`config.mk`:
```
export PLATFORM = sky130hd
export DESIGN_NAME = instruction_fetch
export DESIGN_NICKNAME = d
export VERILOG_FILES = /design/src/rtl/instruction_fetch.sv
export SDC_FILE = /design/constraint.sdc
export NUM_CORES = 1
export LEC_CHECK = 0
export ABC_CLOCK_PERIOD_IN_PS = 3200
export CORE_AREA = 2 2 183 185
export CTS_CLUSTER_DIAMETER = 60
export DETAILED_ROUTE_END_ITERATION = 7
export DIE_AREA = 0 0 185 187
export SYNTH_ARGS = -nofsm -noshare
export SYNTH_HDL_FRONTEND = slang
export SYNTH_SLANG_ARGS = --single-unit
```
`constraint.sdc`:
```
create_clock -name clock -period 3.2 [get_ports clock]
set_input_delay 0.64 -clock clock [delete_from_list [all_inputs] [get_ports clock]]
set_output_delay 0.64 -clock clock [all_outputs]
set_load 0.005 [all_outputs]
```
`src/rtl/instruction_fetch.sv`:
```
// instruction_fetch
// Program-counter and opcode-fetch stage for a 4096-byte CHIP-8 memory.
// Reads two consecutive bytes, big-endian, to form a 16-bit opcode. It offers
// that opcode on a valid/ready handshake and applies control-flow
// dispositions (ret > call > jump > skip > pc+2) using a 16-entry return stack.
//
// Ports:
//   clock, resetN          clock; synchronous active-low reset
//   fetch_addr / fetch_byte memory address out; data returns one cycle later
//   opcode, opcode_valid, opcode_ready   opcode handshake to decode/execute
//   ctl_jump, ctl_call, ctl_ret, ctl_skip, ctl_target
//                          disposition, sampled only on the handshake cycle
//   pc, sp, fault          current pc, stack occupancy, sticky stack fault
//
// Build option: FETCH_STACK_CHECK_EN
//   defined   - overflow or underflow sets fault and parks in S_HALT
//   undefined - sp wraps within 0..15 and fault is always 0
//
// state  | meaning
// S_HI   | present pc; high byte returns next cycle
// S_LO   | present pc+1; capture high byte
// S_CAP  | capture low byte
// S_HOLD | opcode valid; wait for handshake, then update pc
// S_HALT | stack fault; left only by reset
module instruction_fetch #(
    parameter logic [11:0] RESET_PC    = 12'h200,
    parameter int          STACK_DEPTH = 16
) (
    input  logic        clock,
    input  logic        resetN,
    output logic [11:0] fetch_addr,
    input  logic [7:0]  fetch_byte,
    output logic [15:0] opcode,
    output logic        opcode_valid,
    input  logic        opcode_ready,
    input  logic        ctl_jump,
    input  logic        ctl_call,
    input  logic        ctl_ret,
    input  logic        ctl_skip,
    input  logic [11:0] ctl_target,
    output logic [11:0] pc,
    output logic [4:0]  sp,
    output logic        fault
);

    localparam logic [2:0] S_HI   = 3'd0;
    localparam logic [2:0] S_LO   = 3'd1;
    localparam logic [2:0] S_CAP  = 3'd2;
    localparam logic [2:0] S_HOLD = 3'd3;
    localparam logic [2:0] S_HALT = 3'd4;

    logic [2:0]  state, state_nxt;
    logic [11:0] pc_nxt;
    logic [4:0]  sp_nxt, sp_inc, sp_dec;
    logic        fault_q, fault_nxt;
    logic        push;
    logic [11:0] pop_val;
    logic [11:0] stack [STACK_DEPTH];

`ifdef FETCH_STACK_CHECK_EN
    assign sp_inc = sp + 5'd1;
    assign sp_dec = sp - 5'd1;
`else
    // Bit 4 stays 0 so the pointer wraps within the 16 entries.
    assign sp_inc = {1'b0, sp[3:0] + 4'd1};
    assign sp_dec = {1'b0, sp[3:0] - 4'd1};
`endif

    assign pop_val      = stack[sp_dec[3:0]];
    assign opcode_valid = (state == S_HOLD);
    assign fault        = fault_q;

    always_comb begin
        fetch_addr = 12'h000;
        case (state)
            S_HI:    fetch_addr = pc;
            S_LO:    fetch_addr = pc + 12'd1;
            default: fetch_addr = 12'h000;
        endcase
    end

    always_comb begin
        state_nxt = state;
        pc_nxt    = pc;
        sp_nxt    = sp;
        fault_nxt = fault_q;
        push      = 1'b0;
        case (state)
            S_HI:  state_nxt = S_LO;
            S_LO:  state_nxt = S_CAP;
            S_CAP: state_nxt = S_HOLD;
            S_HOLD: begin
                if (opcode_ready) begin
                    state_nxt = S_HI;
                    if (ctl_ret) begin
`ifdef FETCH_STACK_CHECK_EN
                        if (sp == 5'd0) begin
                            fault_nxt = 1'b1;
                            state_nxt = S_HALT;
                        end else begin
                            pc_nxt = pop_val;
                            sp_nxt = sp_dec;
                        end
`else
                        pc_nxt = pop_val;
                        sp_nxt = sp_dec;
`endif
                    end else if (ctl_call) begin
`ifdef FETCH_STACK_CHECK_EN
                        if (sp == 5'd16) begin
                            fault_nxt = 1'b1;
                            state_nxt = S_HALT;
                        end else begin
                            push   = 1'b1;
                            sp_nxt = sp_inc;
                            pc_nxt = ctl_target;
                        end
`else
                        push   = 1'b1;
                        sp_nxt = sp_inc;
                        pc_nxt = ctl_target;
`endif
                    end else if (ctl_jump) begin
                        pc_nxt = ctl_target;
                    end else if (ctl_skip) begin
                        pc_nxt = pc + 12'd4;
                    end else begin
                        pc_nxt = pc + 12'd2;
                    end
                end
            end
            S_HALT:  state_nxt = S_HALT;
            default: state_nxt = S_HI;
        endcase
    end

    always_ff @(posedge clock) begin
        if (!resetN) begin
            state   <= S_HI;
            pc      <= RESET_PC;
            opcode  <= 16'h0000;
            sp      <= 5'd0;
            fault_q <= 1'b0;
        end else begin
            state   <= state_nxt;
            pc      <= pc_nxt;
            sp      <= sp_nxt;
            fault_q <= fault_nxt;
            if (state == S_LO)
                opcode[15:8] <= fetch_byte;
            if (state == S_CAP)
                opcode[7:0] <= fetch_byte;
        end
    end

    // Stack contents survive reset; only sp is cleared.
    always_ff @(posedge clock) begin
        if (resetN && push)
            stack[sp[3:0]] <= pc + 12'd2;
    end

endmodule

```
* Word-level counts from Yosys, hierarchy flattened
Memories as Yosys holds them, arrays and structs flattened. Index checks and enable logic that the tools add are counted.
Word-level totals: register bits after elaboration 36, memories 1, RAM bits 192, output and inout port bits 47
Cells by class: reduce and logical (&&, ||, !) cells 5, multiplexer cells 15, add/subtract/negate cells 5, equality and inequality tests 5
Memories:
- stack | depth 16, bits a word 12, rd ports 1, clocked after memory_dff 0, wr ports 1, RTL line 58 | logic [11:0] stack [STACK_DEPTH];
Operator list (number):
- $mux W12 | 4
- $pmux W12 S2 | 1
- $pmux W3 S5 | 1
- $add A12 B1 Y12 const B | 1
- $add A12 B2 Y12 const B | 1
- $add A12 B3 Y12 const B | 1
- $mux W5 | 2
- $eq A3 B2 Y1 const B | 2
- $mux W1 | 6
- $add A4 B1 Y4 const B | 1
- $sub A4 B1 Y4 const B | 1
- $eq A3 B1 Y1 const B | 1
- $eq A3 B3 Y1 const B | 1
- $logic_not A3 Y1 | 1
- $mux W3 | 1
- $reduce_and A3 Y1 | 1
- $ne A2 B1 Y1 const B | 1
- $reduce_and A2 Y1 | 1
- $reduce_bool A2 Y1 | 1
- $logic_and A1 B1 Y1 | 1

* Depth between registers and ports, before layout
Gate-level depths: netlist (run 1).
depth in word-level cells 7, mapped depth 12, mapped depth without buffers 7

* Worst setup path after synthesis (run 1)
OpenSTA, ideal clock, no wires.
kind reg-to-reg, start point register sp[0], end point register pc[1], data arrival time 2.815 ns, period minus slack after synthesis 2.944 ns, path buffers 5, cell stages (with the launch flop) 12, data required time 3.072 ns, library setup time 0.128 ns, slack 0.256 ns, cell sequence dfxtp_1 > buf_6 > buf_4 > buf_2 > inv_1 > ha_1 > buf_2 > buf_1 > mux4_2 > mux2_2 > o221ai_1 > o22ai_1
On the way: longest elaborated chain between the ends 3
Ends and longest elaborated chain:
- start, declared | RTL line 42 | output logic [4:0] sp,
- start signal, assigned | RTL line 147 | sp <= sp_nxt;
- $sub A4 B1 Y4 | RTL line 66 | assign sp_dec = {1'b0, sp[3:0] - 4'd1};
- $mem_v2 Z16 W12
- $mux W12 | RTL line 95 | if (ctl_ret) begin
- end signal, assigned | RTL line 146 | pc <= pc_nxt;
- end, declared | RTL line 41 | output logic [11:0] pc,
No other way between the ends. A chain may end at the register's enable or synchronous reset.

* Worst setup path after layout (run 1)
start point register pc[4], end point output fetch_addr[7]
On the way: longest elaborated chain between the ends 2
Ends and longest elaborated chain:
- $add A12 B1 Y12 | RTL line 77 | S_LO: fetch_addr = pc + 12'd1;
- $pmux W12 S2 | RTL line 75 | case (state)
- end, declared | RTL line 31 | output logic [11:0] fetch_addr,
No other way between the ends.

==> qor.yml, run 1 <==
routing:
  wl_met1_um: 10300
  ant_nets: 0
  highest_layer: "met4"
  drt_iter0_markers: 501
  drt-vias-per-instance: 4.85
  drc: 0
  routed_wl_um: 23500
  vias: 5764
  wl_met2_um: 10900
  post_drt_wl_per_cell_um: 19.7
  dr.pass1.iters: 5
  wl_met3_um: 1740
logic_synthesis:
  synth.area.top_cells: "edfxtp_1 60%, mux4_2 12%, dfxtp_1 7.3%"
  synth_top_family_by_area: "multiplexers"
  synth_xor_area_share_pct: 1.99
  yosys-mux-area-fraction_pct: 14.4
  synth_top_area_cell: "edfxtp_1"
  syn_inst: 615
  ys_ff_latch: 227
  async_flop_share_pct: 0
  yosys.area_share.simple_pct: 7.76
  synthTopCellsByCount: "192 x edfxtp_1, 50 x mux4_2, 40 x nand2_1"
  syn_area_um2: 9660
  synthAdderAreaFrac_pct: 0.907
  ys_seq_area_share_pct: 66.9
  synth_ff_type: "edfxtp_1"
  synth.top_cell.area_share_pct: 59.7
  postSynthAreaPerCell_um2: 15.7
  synth_compound_area_share_pct: 5.72
  yosysUniqueCellTypes: 54
  yosysWarnings: 0
  synth_most_common_cell: "edfxtp_1"
  synth-edff-count: 192
layout:
  diodes: 0
  stdcell_area_um2: 12100
  drive_above_1_share_pct: 23.8
  syn2layout_area_growth_pct: 25.4
  nets: 755
  final_util_pct: 36.9
timing:
  min_period_ns: 3.10
  hold_violations: 0
  worst_pin_slew_ns: 1.28
  finClkSkew_ns: 0.00826
  drv_slew: 0
  slew_headroom_pct: 13.8
  fin_crit_sh_pct: 96.7
  setup_violations: 0
  setup-tns-final_ns: 0
  fin_ws_ns: 0.104
  rsz0062_at_grt: "false"
  fmax_ghz: 0.323
floorplan:
  die_height_um: 187
  rows: 67
  die_w_um: 185
  die-area_um2: 34600
  initial_core_util_pct: 29.4
  design.portCount: 74
  core-area_um2: 32900
grt:
  grt_use_total_pct: 13.6
  grt_max_degree: 57
  overflow: 0
  grt_pass1_vias: 5826
  grt_pass1_wl_um: 36000
  antenna_found_initial: 0
placed_design:
  dp_hpwl_um: 15800
  routabilityCongestion: 0.823
  place_ws_ns: 0.243
  placed_area_um2: 11200
  io_buffers: 71
clock_network:
  cts_max_path_buffers: 3
  clock-sinks: 227
  insertion_delay_ns: 0.53
  cts.clk_slew.worst_paths_ns: 0.06
  root_buffer: "clkbuf_16"
  cts_buffers: 25
  cts_tree: "built"
  cts_hold_buffers: 0
  htree_levels: 1
critical_path:
  cp-startpoint: "pc[4]"
  reg2reg_from: "sp[0]"
  critPathArrivalTime_ns: 2.46
  critPathKind: "register to output port"
  cp_max_fo: 7
  worstSetupEndpointType: "output port"
  rr_worst_depth: 8
  required_ns: 2.56
  r2r_slack_ns: 0.62
  crit_path_start_kind: "register"
  r2r-end: "pc[3]"
  cp-endpoint: "fetch_addr[7]"
pwr:
  ir_drop_v: 0.000315
  leakage_uw: 0.00379
  p_total_uw: 6510
  p_per_area_nw_per_um2: 537
job:
  max-cap-violations: 0
worst_hold_path:
  hold_path.class: "register to register"
outcome:
  status: "completed"
## kinds of logic (layout without fill, tap and decap cells)
| family | after synthesis | count (layout) |
|---|---|---|
| compound gates | 83 | 83 |
| xor+xnor | 22 | 22 |
| buf+inv | 49 | 173 |
| other cells | 1 | 2 |
| fa+ha+maj | 7 | 7 |
| flops | 227 | 227 |
| mux | 76 | 76 |
| simple gates | 150 | 150 |
## state kept, by name (all words and copies together), names as in the netlist
name	count
stack	192
opcode	16
pc	12
sp	4
state	3
## power breakdown
group,leakage (µW),internal [µW],switching (µW)
clock network,0.000398,1690,1200
registers,0.00193,3210,23.5
logic,0.00146,192,199
total,0.00379,5080,1430
## final cells by class
class	instances	area [µm²]
Clock buffer	26	629
Clock inverter	20	201
Fill cell	3130	20700
Inverter	5	18.8
Multi-Input combinational cell	340	3090
Sequential cell	227	6480
Tap cell	448	561
Timing Repair Buffer	122	1130
## layer usage
metal	global-route usage, %	vias up
li1	-	2604
met1	19.2	2921
met2	21.7	194
met3	2.67	45
met4	3.30	0
met5	0	-
## through the flow
step	hold slack (ns)	std cells
floorplan	0.460	616
global placement	0.453	1139
detailed placement	0.460	1139
CTS	0.468	1186
global route	0.491	1188
finish	0.464	1188
## how the worst min path moves through the flow
stage                          start          to  cells after the start
after detailed placement   opcode[8]   opcode[8]                      2
after global placement    opcode[10]  opcode[10]                      2
after CTS                  opcode[8]   opcode[8]                      2
after floorplan           opcode[10]  opcode[10]                      2
final                      opcode[8]   opcode[8]                      2
after global routing       opcode[9]   opcode[9]                      2
## placed cells by master (no fill, tap or decap), types with 3 or more instances in the layout
cell type,instances
edfxtp_1,192
clkdlybuf4s50_1,71
mux4_2,50
buf_4,47
nand2_1,40
nor2_1,34
dfxtp_1,28
clkbuf_16,25
mux2i_1,22
o21ai_0,19
nor2b_1,17
xnor2_1,12
a21oi_1,12
a21boi_0,11
a211oi_1,10
nand3_1,9
xor2_1,8
nor3_1,8
or3_1,6
a31oi_1,6
inv_1,5
nand2b_1,5
and2_1,5
dfxtp_2,5
nand4_1,4
nor3_2,4
mux2_2,4
o22ai_1,4
clkinv_2,4
o31ai_1,3
o221ai_1,3
ha_2,3
ha_1,3
inv_6,3
clkinv_1,3
clkinvlp_4,3
bufinv_16,3
clkinv_4,3
buf_12,3
## worst max-delay path, stage by stage, from the launching register on
cell and delay, ns:
dfxtp_1 0.50, and3_4 0.27, nand3_4 0.12, or3_1 0.38
a21oi_1 0.14, clkdlybuf4s50_1 0.51
## repair_timing
action	CTS	global route
gates resized for setup	8	12
pin swaps	1	0
endpoints found under the setup margin	7	6
setup buffers	1	2
Power figures use the tool's default switching activity.
==> run 2, diff against run 1 <==
CELL_PAD_IN_SITES_DETAIL_PLACEMENT = 0   (was not set)
CELL_PAD_IN_SITES_GLOBAL_PLACEMENT = 1   (was not set)
HOLD_SLACK_MARGIN = 0.05   (was not set)
PLACE_DENSITY_LB_ADDON = 0.1   (was not set)
==> qor.yml, run 2 (synthesis results as in run 1) <==
clock_network:
  root_buffer: "clkbuf_16"
  cts_max_path_buffers: 3
  insertion_delay_ns: 0.53
  cts_buffers: 28
  cts.clk_slew.worst_paths_ns: 0.05
  clock-sinks: 227
  post_cts_buffers: 0
  cts_tree: "built"
  htree_levels: 1
critical_path:
  r2r-end: "pc[3]"
  critPathKind: "register to output port"
  cp_max_fo: 10
  reg2reg_from: "sp[1]"
  cp-endpoint: "fetch_addr[6]"
  crit_path_start_kind: "register"
  cp-startpoint: "pc[1]"
  required_ns: 2.56
  critPathArrivalTime_ns: 2.40
  worstSetupEndpointType: "output port"
  crit_chain: "buf_6, ha_1, nand2_1, or3_1, a21oi_1, clkdlybuf4s50_1"
  crit_path_top_delay_cell: "clkdlybuf4s50_1"
  max_stage_delay_ns: 0.53
  r2r_slack_ns: 0.64
  rr_worst_depth: 8
worst_hold_path:
  hold_path.class: "register to register"
timing:
  fin_crit_sh_pct: 95.1
  hold_violations: 0
  worst_pin_slew_ns: 1.14
  fmax_ghz: 0.329
  min_period_ns: 3.04
  setup_violations: 0
  setup-tns-final_ns: 0
  finClkSkew_ns: 0.0110
  fin_ws_ns: 0.157
  drv_slew: 0
  slew_headroom_pct: 24.0
  rsz0062_at_grt: "false"
layout:
  diodes: 0
  layout_common_cells: "192 x edfxtp_1, 70 x clkdlybuf4s50_1, 50 x mux4_2"
  final_common_cell: "edfxtp_1"
  final_cells: 1187
  nets: 752
  largest_reg_flops: 192
  drive_above_1_share_pct: 22.5
  stdcell_area_um2: 12200
  syn2layout_area_growth_pct: 26.4
pwr:
  ir_drop_v: 0.000327
  p_per_area_nw_per_um2: 551
  leakage_uw: 0.00385
routing:
  wl_met3_um: 1680
  highest_layer: "met4"
  vias: 5731
  drc: 0
  ant_nets: 0
  wl_met1_um: 11900
  post_drt_wl_per_cell_um: 21.8
  dr.pass1.iters: 6
  wl_met2_um: 11900
  routed_wl_um: 25900
  drt_iter0_markers: 391
  drt-vias-per-instance: 4.83
placed_design:
  place_ws_ns: 0.314
  routabilityCongestion: 0.808
  dp_hpwl_um: 17200
  io_buffers: 71
  placed_area_um2: 11200
  dp.cells: 1136
floorplan:
  core-area_um2: 32900
  die-area_um2: 34600
  initial_core_util_pct: 29.4
  design.portCount: 74
  rows: 67
  die_height_um: 187
  die_w_um: 185
grt:
  overflow: 0
  antenna_found_initial: 0
  grt_max_degree: 57
  grt_pass1_wl_um: 38300
  grt_pass1_vias: 5905
  grt_use_total_pct: 14.9
job:
  max-cap-violations: 0
outcome:
  status: "completed"
-- run 2: cell types whose count changed in the layout (fill, tap and decap cells not counted), moves of 2 or more --
cell | previous run | this run
clkbuf_16 | 25 | 29
buf_4 | 47 | 36
clkinv_4 | 3 | 1
clkinvlp_4 | 3 | 0
clkinv_1 | 3 | 5
clkbuf_1 | 1 | 5
buf_12 | 3 | 8
-- run 2: worst max-delay path: cells and delay by family (launching register included) --
family,cells,cell delay (ns)
flip-flops,1,0.36
AO/OA/AOI/OAI,1,0.16
buffers and inverters,2,0.68
AND/OR/NAND/NOR,2,0.48
adder cells (fa/ha/maj),1,0.20
-- run 2: stage by stage --
step / total power (µW) / utilization (%) / hold WS, ns
global route: 6980 / 37.1 / 0.495
global placement: 3690 / 34.2 / 0.453
detailed placement: 3690 / 34.2 / 0.464
finish: 6730 / 37.1 / 0.467
CTS: 6830 / 37.0 / 0.472
floorplan: 3500 / - / 0.460
-- run 2: worst min path at each step --
stage | slack (ns) | startpoint | to | depth (start not counted)
final | 0.47 | opcode[8] | opcode[8] | 2
after global routing | 0.50 | opcode[8] | opcode[8] | 2
after CTS | 0.47 | opcode[8] | opcode[8] | 2
after detailed placement | 0.46 | opcode[8] | opcode[8] | 2
after global placement | 0.45 | opcode[14] | opcode[14] | 2
after floorplan | 0.46 | opcode[10] | opcode[10] | 2
-- run 2: layout make-up --
| cell class | count | area, µm² |
|---|---|---|
| Clock buffer | 34 | 744 |
| Multi-Input combinational cell | 340 | 3080 |
| Sequential cell | 227 | 6480 |
| Inverter | 5 | 18.8 |
| Clock inverter | 17 | 171 |
| Timing Repair Buffer | 116 | 1150 |
| Fill cell | 3165 | 20700 |
| Tap cell | 448 | 561 |
-- run 2: power by group --
group / switching (µW) / internal, µW / leakage, µW
logic: 204 / 192 / 0.00147
registers: 26.4 / 3210 / 0.00193
clock network: 1200 / 1900 / 0.000452
total: 1430 / 5300 / 0.00385
-- run 2: routing by layer --
metal  global-route usage (%)  vias up
li1                         -     2611
met1                     20.9     2946
met2                     23.7      149
met3                     3.37       25
met4                     2.87        0
met5                        0        -
-- run 2: repair_timing --
item | 4_1_cts | 5_1_grt
cloned | 0 | 0
hold buffers | 0 | 0
gates resized for setup | 6 | 10
setup endpoints to repair | 7 | 5
endpoints found under the hold margin | 0 | 0
